--- src/rtl/zsy_seg7_pkg.sv ---
// Shared definitions for the 7-segment reader: segment codes (common with the
// display driver), FSM state encoding and the decoded-pattern record.
package zsy_seg7_pkg;

    // Segment order is {a,b,c,d,e,f,g}, active high.
    localparam logic [6:0] SEG_0     = 7'h7E;
    localparam logic [6:0] SEG_1     = 7'h30;
    localparam logic [6:0] SEG_2     = 7'h6D;
    localparam logic [6:0] SEG_3     = 7'h79;
    localparam logic [6:0] SEG_4     = 7'h33;
    localparam logic [6:0] SEG_5     = 7'h5B;
    localparam logic [6:0] SEG_6     = 7'h5F;
    localparam logic [6:0] SEG_7     = 7'h70;
    localparam logic [6:0] SEG_8     = 7'h7F;
    localparam logic [6:0] SEG_9     = 7'h7B;
    localparam logic [6:0] SEG_A     = 7'h77;
    localparam logic [6:0] SEG_B     = 7'h1F;
    localparam logic [6:0] SEG_C     = 7'h4E;
    localparam logic [6:0] SEG_D     = 7'h3D;
    localparam logic [6:0] SEG_E     = 7'h4F;
    localparam logic [6:0] SEG_F     = 7'h47;
    localparam logic [6:0] SEG_BLANK = 7'h00;

    typedef enum logic [1:0] {
        ST_IDLE    = 2'd0,
        ST_COLLECT = 2'd1,
        ST_PUBLISH = 2'd2
    } state_t;

    typedef struct packed {
        logic [3:0] hex;
        logic       blank;
        logic       err;
    } dec_t;

endpackage

--- src/rtl/zsy_seg7_to_hex.sv ---
// Combinational inverse of the display driver's segment table.
// Blank and unknown patterns both decode to nibble 0 and are told apart by the flags.
module zsy_seg7_to_hex
    import zsy_seg7_pkg::*;
(
    input  logic [6:0] i_seg,
    output logic [3:0] o_hex,
    output logic       o_blank,
    output logic       o_err
);

    always_comb begin
        o_hex   = 4'h0;
        o_blank = 1'b0;
        o_err   = 1'b0;
        case (i_seg)
            SEG_0:     o_hex = 4'h0;
            SEG_1:     o_hex = 4'h1;
            SEG_2:     o_hex = 4'h2;
            SEG_3:     o_hex = 4'h3;
            SEG_4:     o_hex = 4'h4;
            SEG_5:     o_hex = 4'h5;
            SEG_6:     o_hex = 4'h6;
            SEG_7:     o_hex = 4'h7;
            SEG_8:     o_hex = 4'h8;
            SEG_9:     o_hex = 4'h9;
            SEG_A:     o_hex = 4'hA;
            SEG_B:     o_hex = 4'hB;
            SEG_C:     o_hex = 4'hC;
            SEG_D:     o_hex = 4'hD;
            SEG_E:     o_hex = 4'hE;
            SEG_F:     o_hex = 4'hF;
            SEG_BLANK: o_blank = 1'b1;
            default:   o_err = 1'b1;
        endcase
    end

endmodule

--- src/rtl/zsy_seg7_reader.sv ---
// Snoops a multiplexed 7-segment bus, debounces each digit's pattern, and
// publishes a full frame of decoded digits with a one-cycle frame_valid strobe.
module zsy_seg7_reader
    import zsy_seg7_pkg::*;
#(
    parameter int DIGITS     = 4,
    parameter int STABLE_CNT = 4
) (
    input  logic                  clk,
    input  logic                  rst_n,
    input  logic                  en,
    input  logic [6:0]            seg,
    input  logic [DIGITS-1:0]     dig_sel,
    output logic [4*DIGITS-1:0]   value,
    output logic [DIGITS-1:0]     blank_mask,
    output logic [DIGITS-1:0]     err_mask,
    output logic                  frame_valid,
    output state_t                dbg_state
);

    localparam logic [3:0] CNT_MAX = 4'(STABLE_CNT - 1);

    logic [6:0]        r_seg;
    logic [DIGITS-1:0] r_sel;
    logic              r_en;
    logic [3:0]        r_cnt;
    logic              r_acc;
    state_t            r_state;
    state_t            w_next;
    logic [DIGITS-1:0] r_mask;
    logic [3:0]        r_slot_hex [DIGITS];
    logic [DIGITS-1:0] r_slot_blank;
    logic [DIGITS-1:0] r_slot_err;

    logic   w_same;
    logic   w_onehot;
    logic   w_accept;
    logic   w_full;
    logic   w_publish;
    dec_t   w_dec;

    // The counter measures how long the registered sample has been stable,
    // so it compares the incoming sample against the one already held.
    assign w_same    = ({seg, dig_sel} == {r_seg, r_sel});
    assign w_onehot  = $onehot(r_sel);
    assign w_full    = &r_mask;
    assign w_accept  = (r_state == ST_COLLECT) && r_en && (r_cnt == CNT_MAX)
                       && !r_acc && w_onehot;
    assign w_publish = (w_next == ST_PUBLISH);
    assign dbg_state = r_state;

    zsy_seg7_to_hex u_dec (
        .i_seg   (r_seg),
        .o_hex   (w_dec.hex),
        .o_blank (w_dec.blank),
        .o_err   (w_dec.err)
    );

    always_ff @(posedge clk) begin
        if (!rst_n) begin
            r_seg <= '0;
            r_sel <= '0;
            r_en  <= 1'b0;
            r_cnt <= '0;
            r_acc <= 1'b0;
        end else begin
            r_seg <= seg;
            r_sel <= dig_sel;
            r_en  <= en;
            if (!w_same) begin
                r_cnt <= '0;
                r_acc <= 1'b0;
            end else begin
                if (r_cnt != CNT_MAX)
                    r_cnt <= r_cnt + 4'd1;
                if (w_accept)
                    r_acc <= 1'b1;
            end
        end
    end

    always_ff @(posedge clk) begin
        if (!rst_n)
            r_state <= ST_IDLE;
        else
            r_state <= w_next;
    end

    always_comb begin
        w_next = r_state;
        case (r_state)
            ST_IDLE:    if (r_en) w_next = ST_COLLECT;
            ST_COLLECT: if (w_full) w_next = ST_PUBLISH;
            ST_PUBLISH: w_next = ST_COLLECT;
            default:    w_next = ST_IDLE;
        endcase
        if (!r_en)
            w_next = ST_IDLE;
    end

    always_ff @(posedge clk) begin
        if (!rst_n) begin
            r_mask       <= '0;
            r_slot_blank <= '0;
            r_slot_err   <= '0;
            for (int i = 0; i < DIGITS; i++)
                r_slot_hex[i] <= 4'h0;
        end else begin
            if (!r_en || r_state == ST_PUBLISH)
                r_mask <= '0;
            else if (w_accept)
                r_mask <= r_mask | r_sel;
            for (int i = 0; i < DIGITS; i++) begin
                if (w_accept && r_sel[i]) begin
                    r_slot_hex[i]   <= w_dec.hex;
                    r_slot_blank[i] <= w_dec.blank;
                    r_slot_err[i]   <= w_dec.err;
                end
            end
        end
    end

    // Outputs only change on the publish edge so a consumer always sees a whole frame.
    always_ff @(posedge clk) begin
        if (!rst_n) begin
            value       <= '0;
            blank_mask  <= '0;
            err_mask    <= '0;
            frame_valid <= 1'b0;
        end else begin
            frame_valid <= w_publish;
            if (w_publish) begin
                blank_mask <= r_slot_blank;
                err_mask   <= r_slot_err;
                for (int i = 0; i < DIGITS; i++)
                    value[4*i +: 4] <= r_slot_hex[i];
            end
        end
    end

endmodule

--- config.mk ---
export PLATFORM = sky130hd
export DESIGN_NAME = zsy_seg7_reader
export DESIGN_NICKNAME = d
export VERILOG_FILES = /design/src/rtl/zsy_seg7_pkg.sv /design/src/rtl/zsy_seg7_to_hex.sv /design/src/rtl/zsy_seg7_reader.sv
export SDC_FILE = /design/constraint.sdc
export NUM_CORES = 1
export LEC_CHECK = 0
export ABC_AREA = 1
export BUFFER_PORTS_ARGS = -buffer_cell sky130_fd_sc_hd__buf_2
export CAP_MARGIN = 40
export CORE_MARGIN = 2
export CORE_UTILIZATION = 40
export DETAILED_ROUTE_END_ITERATION = 6
export PLACE_DENSITY = 0.63
export SLEW_MARGIN = 30
export SYNTH_ARGS = -nofsm -noshare
export SYNTH_HDL_FRONTEND = slang
export SYNTH_SLANG_ARGS = --single-unit
--- constraint.sdc ---
create_clock -name clk -period 2.3 [get_ports clk]
set_input_delay 0.23 -clock clk [delete_from_list [all_inputs] [get_ports clk]]
set_output_delay 0.23 -clock clk [all_outputs]
set_load 0.05 [all_outputs]
==> out/qor.yml <==
synth-edff-count: 16
firstDrtPassIters: 4
totalWireLength_um: 6350
violations: "negative setup slack"
hold_violations: 0
ant_nets: 0
fp.dieW_um: 92.8
overflow: 0
fmax_mhz: 429
holdPathStages: 3
p_leak_nw: 1.80
worst_ep_required_time_ns: 2.53
rsz0062_at_grt: "yes"
fin_ws_ns: -0.0293
critPathArrivalTime_ns: 2.56
grt_max_degree: 39
drive_above_1_share: 0.325
placed_cells: 511
start_util: 0.410
setup_viol: 11
synthCells: 372
p_seq_frac: 0.495
min_path_type: "in -> reg"
cts_buffers: 9
cp-start-kind: "register"
num_antenna_cells: 0
dr_total_vias: 2510
fp.coreArea_um2: 7690
p_comb_frac: 0.057
p_int_mw: 2.08
die-area_um2: 8610
vias_per_cell: 4.71
p_per_area_nw_per_um2: 691
htreeDepth: 3
endpoint_kind: "register"
final_cells: 533
drv_slew: 0
grt_pass1_vias: 2436
synth_area_leaders: "dfxtp_1 36%, edfxtp_1 15%, nor2_1 10%"
ys_seq_elements: 72
clkSinkCount: 72
drt_drc_violations_left: 0
clockBufferDepth: 2
final_cell_area_um2: 3880
yosysTopAreaCellShare: 0.356
antenna_found_initial: 0
clk_pin_slew_ns: 0.08
crit_type: "reg -> reg"
cts_root_buffer: "clkbuf_8"
maxCapViolations: 0
finalClockSkew_ns: 0.0104
async_flop_share: 0
yosysWarnings: 0
clock_latency_ns: 0.35
ys_seq_area_frac: 0.508
io_buffers: 40
ctsHoldBuffers: 0
status: "complete, but fails checks"
avgSynthCellArea_um2: 8.48
wl_per_cell_um: 11.9
layout.nets: 444
row_count: 32
peakVddDrop_mv: 0.292
gp_congestion: 0.895
period_minus_slack_ns: 2.33
place_area_um2: 3520
p_sw_mw: 0.594
crit_path_max_fanout: 5
netSwitchingFraction: 0.222
period_share: 1.01
synth_largest_area_cell: "dfxtp_1"
synth_cell_type_count: 36
reg2regPathDepth: 11
ys.flop_type: "dfxtp_1"
drt_iter0_markers: 124
relSlewSlack: 0.607
post-route-util: 0.504
num_io_pins: 41
clkPwrFrac: 0.447
grt_pass1_wl_um: 11000
grt_usage: 0.163
synth_nets: 390
die_height_um: 92.8
dp.final_hpwl_um: 4620
syn2layout_area_growth_pct: 23.0
cts_tree: "done"
syn-cell-area_um2: 3150
tightest_slew_ns: 0.586
[per-stage QoR]
step	worst slack (ns)	power (mW)	hold slack, ns	TNS [ns]
finish	-0.0293	2.68	0.0600	-0.143
global route	-0.139	2.77	0.0854	-3.02
CTS	-0.104	2.69	0.0491	-2.22
detailed placement	-0.0716	1.50	0.419	-1.45
global placement	-0.0124	1.50	0.411	-0.182
floorplan	0.00420	1.45	0.328	0
[critical path, cell delays in order, from the launching register on]
cell	delay, ns
dfxtp_2	0.34
inv_2	0.04
fa_1	0.55
inv_2	0.05
ha_4	0.15
ha_4	0.20
or2_4	0.25
nor2_8	0.17
nand3_4	0.14
nor2_4	0.16
inv_4	0.07
nor2_2	0.09
[worst paths after layout]
path / startpoint / end / slack, ns
worst min-delay path: en / r_en$_SDFF_PN0_ / 0.06
worst min register to register: r_mask[3]$_SDFFE_PP0N_ / r_mask[3]$_SDFFE_PP0N_ / 0.46
worst max register to register: r_sel[0]$_SDFF_PN0_ / r_slot_hex[0][2]$_SDFFCE_PN0P_ / -0.03
worst max-delay path: r_sel[0]$_SDFF_PN0_ / r_slot_hex[0][2]$_SDFFCE_PN0P_ / -0.03
[synthesized netlist by cell type (4+ instances only)]
cell type	instances
nor2_1	84
dfxtp_1	56
nand2_1	54
inv_1	30
o21ai_0	23
nand3_1	20
edfxtp_1	16
inv_2	12
nor2_4	7
a21oi_1	6
nand4_1	6
nor2_2	6
buf_2	5
nand3_4	4
o21ai_2	4
[sequential cells by signal, summed over array words and instances, names as in the netlist]
| register | count |
|---|---|
| blank_mask | 4 |
| dbg_state | 2 |
| r_slot_blank | 4 |
| r_sel | 4 |
| err_mask | 4 |
| r_slot_hex | 16 |
| r_cnt | 4 |
| r_en | 1 |
| r_seg | 7 |
| r_acc | 1 |
| frame_valid | 1 |
| r_slot_err | 4 |
| r_mask | 4 |
| value | 16 |
[power groups by stage]
stage,combinational [mW],clock (mW),sequential (mW)
2_1_floorplan,0.0983,0,1.36
3_3_place_gp,0.145,0,1.36
3_5_place_dp,0.146,0,1.36
4_1_cts,0.151,1.22,1.33
5_1_grt,0.175,1.27,1.33
6_report,0.154,1.20,1.33
[logic make-up after synthesis]
| logic type | after synthesis | share of synthesized area |
|---|---|---|
| flip-flops | 72 | 0.508 |
| AO/OA/AOI/OAI | 41 | 0.0746 |
| adder cells (fa/ha/maj) | 4 | 0.0183 |
| XOR/XNOR | 5 | 0.0139 |
| multiplexers | 1 | 0.00357 |
| AND/OR/NAND/NOR | 198 | 0.319 |
| buffers and inverters | 51 | 0.0627 |
[final cells by class]
cell class / count / area [µm²]
clock inverters: 6 / 109
inverters: 42 / 163
fillers: 752 / 3810
repair buffers: 52 / 294
multi-input cells: 249 / 1450
well taps: 102 / 128
clock buffers: 10 / 128
flip-flops and latches: 72 / 1610
[cell usage in the layout, fill, tap and decap left out, types with 6 or more instances in the layout]
master    instances
inv_1            26
buf_4            11
buf_2            40
nand3_1          18
clkbuf_8          9
nor2_1           76
nor2_4            8
dfxtp_1          53
nand4_1           6
nand2_4           6
edfxtp_1         16
o21ai_0          23
nor2_2           13
nand2_1          50
inv_2            14
[what timing repair did]
item                                    4_1_cts  5_1_grt
buffers inserted                              3        3
endpoints found under the setup margin       40       41
pin swaps                                    19       17
gates resized for setup                       6       15
[metal layers]
metal | wire length, µm | GRT usage
met1 | 2800 | 0.199
met5 | 0 | 0
met3 | 342 | 0.0504
met2 | 2980 | 0.260
met4 | 231 | 0.0797
Note: power is estimated with default switching activity, not from simulation.
